<file path="src/rtl/act_feeder_if.sv">
// Bundles the UB read-burst bus and the systolic-array activation bus of act_feeder.
// master = feeder side, slave = unified buffer / array side.
interface act_feeder_if #(
  parameter int DATA_WIDTH = 256,
  parameter int LANE_WIDTH = 8,
  parameter int ADDR_WIDTH = 8
);
  localparam int LANES = DATA_WIDTH / LANE_WIDTH;

  logic                  ub_rd_en;
  logic [ADDR_WIDTH:0]   ub_rd_addr;
  logic [ADDR_WIDTH:0]   ub_rd_count;
  logic [DATA_WIDTH-1:0] ub_rd_data;
  logic                  ub_rd_valid;
  logic                  sa_ready;
  logic [DATA_WIDTH-1:0] sa_act;
  logic [LANES-1:0]      sa_valid;

  modport master (
    output ub_rd_en, ub_rd_addr, ub_rd_count, sa_act, sa_valid,
    input  ub_rd_data, ub_rd_valid, sa_ready
  );

  modport slave (
    input  ub_rd_en, ub_rd_addr, ub_rd_count, sa_act, sa_valid,
    output ub_rd_data, ub_rd_valid, sa_ready
  );
endinterface

</file>
<file path="src/rtl/act_feeder.sv">
// Activation feeder: fetches UB words in credit-checked sub-bursts, buffers them and feeds the array.
// Define ACT_FEEDER_SKEW_EN for diagonal lane skew; default build presents all lanes together.
//
// state | meaning
// IDLE  | waiting for start
// REQ   | waiting for FIFO room, then issues one sub-burst read
// WAIT  | collecting the beats of the current sub-burst
// DRAIN | all words fetched, waiting for FIFO and output pipeline to empty
module act_feeder #(
  parameter int DATA_WIDTH = 256,
  parameter int LANE_WIDTH = 8,
  parameter int ADDR_WIDTH = 8,
  parameter int FIFO_DEPTH = 4
) (
  input  logic                clk,
  input  logic                rst_n,
  input  logic                start,
  input  logic [ADDR_WIDTH:0] base_addr,
  input  logic [ADDR_WIDTH:0] row_count,
  output logic                busy,
  output logic                done,
  output logic                err_overrun,
  act_feeder_if.master        bus
);
  localparam int LANES = DATA_WIDTH / LANE_WIDTH;
  localparam int AW1   = ADDR_WIDTH + 1;
  localparam int PTR_W = $clog2(FIFO_DEPTH);
  localparam logic [AW1-1:0] DEPTH_A = AW1'(FIFO_DEPTH);
  localparam logic [AW1-1:0] ONE_A   = AW1'(1);
  localparam logic [PTR_W:0] CNT_ONE = (PTR_W + 1)'(1);
  localparam logic [PTR_W-1:0] PTR_ONE = PTR_W'(1);

  typedef enum logic [1:0] {IDLE, REQ, WAIT, DRAIN} state_t;

  state_t                state;
  logic [AW1-1:0]        cur_addr, remaining, chunk_r, beat_cnt;
  logic [AW1-1:0]        chunk, free_cnt;
  logic [DATA_WIDTH-1:0] fifo_mem [FIFO_DEPTH];
  logic [PTR_W-1:0]      wr_ptr, rd_ptr;
  logic [PTR_W:0]        fifo_cnt;
  logic                  push, pop, fifo_empty, pipe_busy;
  logic [DATA_WIDTH-1:0] stage_in;
  logic [DATA_WIDTH-1:0] act_o;
  logic [LANES-1:0]      valid_o;

  assign chunk      = (remaining < DEPTH_A) ? remaining : DEPTH_A;
  assign free_cnt   = DEPTH_A - AW1'(fifo_cnt);
  assign fifo_empty = (fifo_cnt == '0);
  assign push       = (state == WAIT) && bus.ub_rd_valid && (beat_cnt < chunk_r);
  assign pop        = bus.sa_ready && !fifo_empty;
  assign stage_in   = pop ? fifo_mem[rd_ptr] : '0;
  assign busy       = (state != IDLE);

  always_ff @(posedge clk) begin
    if (!rst_n) begin
      state           <= IDLE;
      cur_addr        <= '0;
      remaining       <= '0;
      chunk_r         <= '0;
      beat_cnt        <= '0;
      bus.ub_rd_en    <= 1'b0;
      bus.ub_rd_addr  <= '0;
      bus.ub_rd_count <= '0;
      done            <= 1'b0;
      err_overrun     <= 1'b0;
    end else begin
      bus.ub_rd_en <= 1'b0;
      done         <= 1'b0;
      // IDLE beats are dropped silently so stale traffic after a reset is harmless
      if (bus.ub_rd_valid && ((state == REQ) || (state == DRAIN) ||
                              ((state == WAIT) && (beat_cnt >= chunk_r))))
        err_overrun <= 1'b1;
      case (state)
        IDLE: begin
          if (start) begin
            err_overrun <= 1'b0;
            if (row_count != '0) begin
              cur_addr  <= base_addr;
              remaining <= row_count;
              state     <= REQ;
            end else begin
              done <= 1'b1;
            end
          end
        end
        REQ: begin
          if (free_cnt >= chunk) begin
            bus.ub_rd_en    <= 1'b1;
            bus.ub_rd_addr  <= cur_addr;
            bus.ub_rd_count <= chunk;
            cur_addr        <= cur_addr + chunk;
            remaining       <= remaining - chunk;
            chunk_r         <= chunk;
            beat_cnt        <= '0;
            state           <= WAIT;
          end
        end
        WAIT: begin
          if (push) begin
            beat_cnt <= beat_cnt + ONE_A;
            if (beat_cnt + ONE_A == chunk_r)
              state <= (remaining == '0) ? DRAIN : REQ;
          end
        end
        DRAIN: begin
          if (fifo_empty && !pipe_busy) begin
            state <= IDLE;
            done  <= 1'b1;
          end
        end
        default: state <= IDLE;
      endcase
    end
  end

  always_ff @(posedge clk) begin
    if (push) fifo_mem[wr_ptr] <= bus.ub_rd_data;
  end

  always_ff @(posedge clk) begin
    if (!rst_n) begin
      wr_ptr   <= '0;
      rd_ptr   <= '0;
      fifo_cnt <= '0;
    end else begin
      if (push) wr_ptr <= wr_ptr + PTR_ONE;
      if (pop)  rd_ptr <= rd_ptr + PTR_ONE;
      case ({push, pop})
        2'b10:   fifo_cnt <= fifo_cnt + CNT_ONE;
        2'b01:   fifo_cnt <= fifo_cnt - CNT_ONE;
        default: fifo_cnt <= fifo_cnt;
      endcase
    end
  end

`ifdef ACT_FEEDER_SKEW_EN
  logic [LANES-1:0] lane_busy;

  // lane i rides an (i+1)-deep shift line; the oldest slot is what the array sees
  for (genvar i = 0; i < LANES; i++) begin : g_lane
    logic [(i+1)*LANE_WIDTH-1:0] d_q;
    logic [i:0]                  v_q;

    always_ff @(posedge clk) begin
      if (!rst_n) begin
        d_q <= '0;
        v_q <= '0;
      end else if (bus.sa_ready) begin
        d_q <= (d_q << LANE_WIDTH) |
               ((i+1)*LANE_WIDTH)'(stage_in[i*LANE_WIDTH +: LANE_WIDTH]);
        v_q <= (v_q << 1) | (i+1)'(pop);
      end
    end

    assign act_o[i*LANE_WIDTH +: LANE_WIDTH] = d_q[i*LANE_WIDTH +: LANE_WIDTH];
    assign valid_o[i]   = v_q[i];
    assign lane_busy[i] = |v_q;
  end

  assign pipe_busy = |lane_busy;
`else
  logic [DATA_WIDTH-1:0] act_q;
  logic                  v_q;

  always_ff @(posedge clk) begin
    if (!rst_n) begin
      act_q <= '0;
      v_q   <= 1'b0;
    end else if (bus.sa_ready) begin
      act_q <= stage_in;
      v_q   <= pop;
    end
  end

  assign act_o     = act_q;
  assign valid_o   = {LANES{v_q}};
  assign pipe_busy = v_q;
`endif

  assign bus.sa_act   = act_o;
  assign bus.sa_valid = valid_o;
endmodule

</file>
<file path="src/flat_wrapper.sv">
// flat-port wrapper written by rule: the top's interface ports become plain ports
module act_feeder_flat 
#(
  parameter int DATA_WIDTH = 256,
  parameter int LANE_WIDTH = 8,
  parameter int ADDR_WIDTH = 8,
  parameter int FIFO_DEPTH = 4
)
  (clk, rst_n, start, base_addr, row_count, busy, done, err_overrun, bus_ub_rd_en, bus_ub_rd_addr, bus_ub_rd_count, bus_sa_act, bus_sa_valid, bus_ub_rd_data, bus_ub_rd_valid, bus_sa_ready);
  act_feeder_if #(.DATA_WIDTH(DATA_WIDTH), .LANE_WIDTH(LANE_WIDTH), .ADDR_WIDTH(ADDR_WIDTH)) bus_i ();
  input  logic clk;
  input  logic rst_n;
  input  logic start;
  input  logic [ADDR_WIDTH:0] base_addr;
  input  logic [ADDR_WIDTH:0] row_count;
  output logic busy;
  output logic done;
  output logic err_overrun;
  output wire logic [$bits(bus_i.ub_rd_en)-1:0] bus_ub_rd_en;
  output wire logic [$bits(bus_i.ub_rd_addr)-1:0] bus_ub_rd_addr;
  output wire logic [$bits(bus_i.ub_rd_count)-1:0] bus_ub_rd_count;
  output wire logic [$bits(bus_i.sa_act)-1:0] bus_sa_act;
  output wire logic [$bits(bus_i.sa_valid)-1:0] bus_sa_valid;
  input wire logic [$bits(bus_i.ub_rd_data)-1:0] bus_ub_rd_data;
  input wire logic [$bits(bus_i.ub_rd_valid)-1:0] bus_ub_rd_valid;
  input wire logic [$bits(bus_i.sa_ready)-1:0] bus_sa_ready;
  assign bus_ub_rd_en = bus_i.ub_rd_en;
  assign bus_ub_rd_addr = bus_i.ub_rd_addr;
  assign bus_ub_rd_count = bus_i.ub_rd_count;
  assign bus_sa_act = bus_i.sa_act;
  assign bus_sa_valid = bus_i.sa_valid;
  assign bus_i.ub_rd_data = bus_ub_rd_data;
  assign bus_i.ub_rd_valid = bus_ub_rd_valid;
  assign bus_i.sa_ready = bus_sa_ready;
  act_feeder #(.DATA_WIDTH(DATA_WIDTH), .LANE_WIDTH(LANE_WIDTH), .ADDR_WIDTH(ADDR_WIDTH), .FIFO_DEPTH(FIFO_DEPTH)) u_core (.clk(clk), .rst_n(rst_n), .start(start), .base_addr(base_addr), .row_count(row_count), .busy(busy), .done(done), .err_overrun(err_overrun), .bus(bus_i));
endmodule
</file>
<file path="config.mk">
export PLATFORM = sky130hd
export DESIGN_NAME = act_feeder_flat
export DESIGN_NICKNAME = d
export VERILOG_FILES = /design/src/rtl/act_feeder_if.sv /design/src/rtl/act_feeder.sv /design/src/flat_wrapper.sv
export SDC_FILE = /design/constraint.sdc
export NUM_CORES = 1
export LEC_CHECK = 0
export CAP_MARGIN = 10
export CORE_MARGIN = 2
export CORE_UTILIZATION = 42
export DETAILED_ROUTE_END_ITERATION = 7
export SLEW_MARGIN = 30
export SYNTH_ARGS = -nofsm -noshare
export SYNTH_HDL_FRONTEND = slang
export SYNTH_SLANG_ARGS = --single-unit
</file>
<file path="constraint.sdc">
create_clock -name clk -period 15.5 [get_ports clk]
set_input_delay 3.1 -clock clk [delete_from_list [all_inputs] [get_ports clk]]
set_output_delay 3.1 -clock clk [all_outputs]
set_load 0.01 [all_outputs]
</file>
# ---- Word level (Yosys, flattened, before mapping)
# Memory sizes are Yosys's and may differ from the RTL's. A register that Yosys moved wholly into a read port is not among the register bits.
# Index checks and enable logic that the tools add are counted.
dict set report word_totals {
  wordCells 96
  mem_bits_rw 1024
  inputBits 279
  regBits 314
  n_memories 1
  output_inout_bits 310
}
dict set report classes {
  eq_ne 12
  magnitude_cmp 4
  add_sub_neg 8
  reduce_logical 23
  muxes 34
}
# memory depth word_bits rd rd_clocked_by_memory_dff write_ports line_no
set mem_list {}
lappend mem_list {u_core.fifo_mem 4 256 1 1 1 act_feeder.sv:38} ;# logic [DATA_WIDTH-1:0] fifo_mem [FIFO_DEPTH];
# cell n
set op_table {}
lappend op_table {{2-to-1 mux 256 bit} 1}
lappend op_table {{2-to-1 mux 9 bit} 9}
lappend op_table {{one-hot mux 9 bit (2 select lines)} 3}
lappend op_table {{greater-or-equal comparator 9 bit} 2}
lappend op_table {{2-to-1 mux 2 bit} 9}
lappend op_table {{adder 9 x 1 -> 9 bit, second input constant} 1}
lappend op_table {{adder 9 bit} 1}
lappend op_table {{equality test 9 bit} 1}
lappend op_table {{logical NOT 9 bit} 1}
lappend op_table {{< comparator 9 x 3 -> 1 bit, second input constant} 1}
lappend op_table {{< comparator 9 bit} 1}
lappend op_table {{2-to-1 mux 1 bit} 9}
lappend op_table {{nonzero test 9 bit} 1}
lappend op_table {{subtractor 9 bit} 1}
lappend op_table {{inequality test 2 bit, second input constant} 4}
lappend op_table {{one-hot mux 2 bit (4 select lines)} 1}
lappend op_table {{nonzero test 2 bit} 4}
lappend op_table {{equality test 2 bit, second input constant} 3}
lappend op_table {{logical AND 1 bit} 6}
lappend op_table {{one-hot mux 3 bit (2 select lines)} 1}
lappend op_table {{AND reduction 6 bit} 1}
lappend op_table {{adder 2 x 1 -> 2 bit, second input constant} 2}
lappend op_table {{equality test 2 x 1 -> 1 bit, second input constant} 2}
lappend op_table {{inequality test 2 x 1 -> 1 bit, second input constant} 2}
lappend op_table {{other kinds (11)} 14}

# ---- Longest topological paths before layout
dict set report logic_depth {
  ltp_word 7
  ltp_mapped 14
  depth_no_buf 13
}

# ---- Worst setup path after synthesis
# No wires, ideal clock.
dict set report synth_path {
  path_type {input to register}
  start {in bus_ub_rd_valid}
  end {mem u_core.fifo_mem[0][0] (enable)}
  setup_time_ps 649
  arrival_ps 9671
  path_slack_ps 5180
  cell_stages 4
  path_cell_list {nand2_1 -> a2111oi_4 -> clkbuf_1 -> and2_1}
}
dict set report synth_via {
  elab_chain_len 4
}
# element line_no
set synth_rtl {}
lappend synth_rtl {{start, declared} flat_wrapper.sv:25} ;# input wire logic [$bits(bus_i.ub_rd_valid)-1:0] bus_ub_rd_valid;
lappend synth_rtl {{logical AND 1 bit (2 in a row)} act_feeder.sv:49} ;# assign push = (state == WAIT) && bus.ub_rd_valid && (beat_cnt < chunk_r);
lappend synth_rtl {{2-to-1 mux 1 bit} act_feeder.sv:117} ;# if (push) fifo_mem[wr_ptr] <= bus.ub_rd_data;
lappend synth_rtl {{2-to-1 mux 1 bit (not written as such)} act_feeder.sv:117}
lappend synth_rtl {{end, declared} act_feeder.sv:38}
# No other way between the ends.

# ---- Worst setup path after layout
dict set report layout_path {
  start {in bus_ub_rd_valid}
  end {mem u_core.fifo_mem[1][229] (enable)}
}
# The elaborated chain is that of the path after synthesis.

==> run metrics <==
die area=122,000 µm²; core region area=118,000 µm²; # DRC=0; Post-DP HPWL=71,900 µm; worst-path fanout max=59; LEAKAGE=20.2 nW; Pre-antenna DRT Iters=6; Final Setup Violations=0; drt initial violations=1,800; Yosys cell types=66; fin crit share=0.417; vias per cell=5.18; synthesized flop and latch total=1,340; Crit path required time=15.84 ns; Post-Syn Area=50,200 µm²; Die H=350 µm; max-slew violations=0; DIE WIDTH=350 µm; ranking of synthesized cells by area=edfxtp_1 (61%), dfxtp_1 (13%), mux4_2 (11%); status=complete, no violations; fmax=0.155 GHz; FILL cells=9,543; hold path startpoint=u_core.remaining[0]; post-CTS setup buffers=0; Main synth FF type=edfxtp_1; reg2reg start=u_core.beat_cnt[6]; first-pass GRT wire length=179,000 µm; worst setup path start=bus_ub_rd_valid; Final TNS setup=0 ns; Worst-Skew Late Latency=0.74 ns; WS Path Type=in2reg; pin count of the biggest net entering global routing=147; RSZ-0062 raised after global routing=no; Clock Skews=0.0412 ns; Setup crit start kind=primary input; MaxCap Viol Count=0; post-cts resize count=0; clock root buffer=clkbuf_16; synth-to-layout area growth=24.3%; top-level port count=589; area leader, netlist=edfxtp_1; syn_area_per_cell=17.0 µm²; Post-Route WL=120,000 µm; synth warn=0; Starting Density=0.424; initial antenna violation count=23; gr ovfl total=0; Fin. Hold Viols=0; min-delay worst type=reg2reg; Final min period=6.46 ns; Synth top area share=0.613; Worst EP arrival=6.81 ns; P per Cell Area=123 nW/µm²; Hold-fix buffers, CTS=0; sequential area share after synthesis=0.739; number of core rows=126; H-tree depth=4; DR vias=27,000; share of cells above drive strength 1=0.145; VDD IR max=0.103 mV; post-route ant nets=0; total track usage=0.196; Post-synth ARST share=0; Slew HR=0.189; Nets=3,863; clk sinks=1,340; Cells after Synth=2,957; Inserted Clock Buffers=143; crit end category=register; Port Buf Inserts=588; clock tree buffer depth=3; fin util=0.527; total power=0.00766 W; WL/cell=23.1 µm; worst slew pin tran=1.22 ns; number of flops mapped to enable cells by yosys=1,024; number of global-route vias before repair=27,600; GPL Wtd Cong=0.767; clock slew at reported path FFs=0.06 ns; CTS tree=yes
-- Yosys cell counts, drive strengths merged, types with 15 or more instances --
master and count:
mux4 256, a21oi 299, buf 71, clkbuf 127
nand3 15, mux2i 15, nand2 42, nor2 309
edfxtp 1024, nor2b 260, dfxtp 316, o21ai 21
ha 37, inv 28
-- critical path, cell delays in order --
cell,delay [ns]
clkdlybuf4s50_1,0.50
nand2_1,0.10
a2111oi_4,0.33
buf_4,0.26
and2_4,0.76
buf_4,0.74
buf_4,0.84
-- per-layer routing --
layer / vias to the layer above / share of wire / wire [µm] / track usage
met5: - / 0.0016 / 195 / 0
met4: 28 / 0.020 / 2360 / 0.0562
met3: 195 / 0.066 / 7880 / 0.0550
met2: 653 / 0.50 / 60300 / 0.327
met1: 13700 / 0.41 / 49500 / 0.250
li1: 12400 / - / - / -
-- stage by stage --
| stage | instances | hold slack, ns | setup slack (ns) | cell area [µm²] |
|---|---|---|---|---|
| 2_1_floorplan | 2967 | 0.453 | 5.18 | 50200 |
| 3_3_place_gp | 4930 | 0.474 | 8.26 | 57500 |
| 3_5_place_dp | 4933 | 0.477 | 8.25 | 57500 |
| 4_1_cts | 5198 | 0.484 | 9.04 | 62200 |
| 5_1_grt | 5207 | 0.516 | 8.83 | 62300 |
| 6_report | 5208 | 0.484 | 9.04 | 62400 |
-- cell families after synthesis --
group | count (synthesis) | share of synthesized area
other | 2 | 0.000150
buffers and inverters | 227 | 0.0197
DFF | 1340 | 0.739
xor gates and xnor gates | 20 | 0.00349
muxes | 271 | 0.118
and+or+nand+nor | 680 | 0.0673
adders and majority gates | 40 | 0.0103
AOI/OAI and AO/OA | 377 | 0.0420
-- final cells by class --
cell class,count,area (µm²),area share
Antenna cell,7,17.5,0.000281
Tap cell,1536,1920,0.0308
Timing Repair Buffer,631,6360,0.102
Multi-Input combinational cell,1400,12100,0.195
Clock inverter,49,503,0.00807
Clock buffer,216,4200,0.0673
Sequential cell,1340,37100,0.595
Inverter,29,116,0.00187
-- final timing paths --
kind	to	slack [ns]	cells past startpoint
worst max-delay path	u_core.fifo_mem[1][229]	9.04	7
worst min-delay path	u_core.remaining[0]	0.48	2
worst max register to register	u_core.fifo_mem[1][229]	10.65	9
worst min register to register	u_core.remaining[0]	0.48	2
-- sequential cells by signal (all words and copies together) (netlist names), named ones only --
name / flops
u_core.fifo_cnt: 3
u_core.remaining: 9
u_core.cur_addr: 9
u_core.wr_ptr: 2
u_core.rd_ptr: 2
u_core.state: 2
u_core.bus.ub_rd_en: 1
u_core.fifo_mem: 1024
u_core.bus.sa_act: 256
u_core.done: 1
u_core.err_overrun: 1
u_core.bus.ub_rd_count: 9
u_core.beat_cnt: 9
u_core.pipe_busy: 1
u_core.bus.ub_rd_addr: 9
-- cell usage in the layout (no fill, tap or decap), types with 8 or more instances in the layout --
cell type	Yosys	layout
clkbuf_1	127	44
clkdlybuf4s50_1	0	587
nand3_1	15	15
ha_1	37	37
a211oi_1	8	8
mux2i_1	15	15
a21oi_1	299	299
o21ai_0	21	20
nor2_1	309	309
clkinv_2	0	16
clkbuf_8	0	24
inv_1	28	28
edfxtp_1	1024	1024
conb_1	2	12
mux4_2	256	256
or3_1	10	10
nor2b_1	260	259
nand2_1	41	41
clkinv_1	1	15
clkbuf_16	0	148
dfxtp_1	316	313
xnor2_1	13	13
nor3_1	9	9
buf_4	32	29
-- where the power goes --
| group | internal, W | switching, W | total (W) | leakage, nW |
|---|---|---|---|---|
| combinational | 0.000168 | 0.000230 | 0.000398 | 6.12 |
| clock | 0.00198 | 0.00138 | 0.00336 | 2.30 |
| sequential | 0.00388 | 0.0000264 | 0.00390 | 11.7 |
No activity file was read; power rests on OpenSTA's default activity.
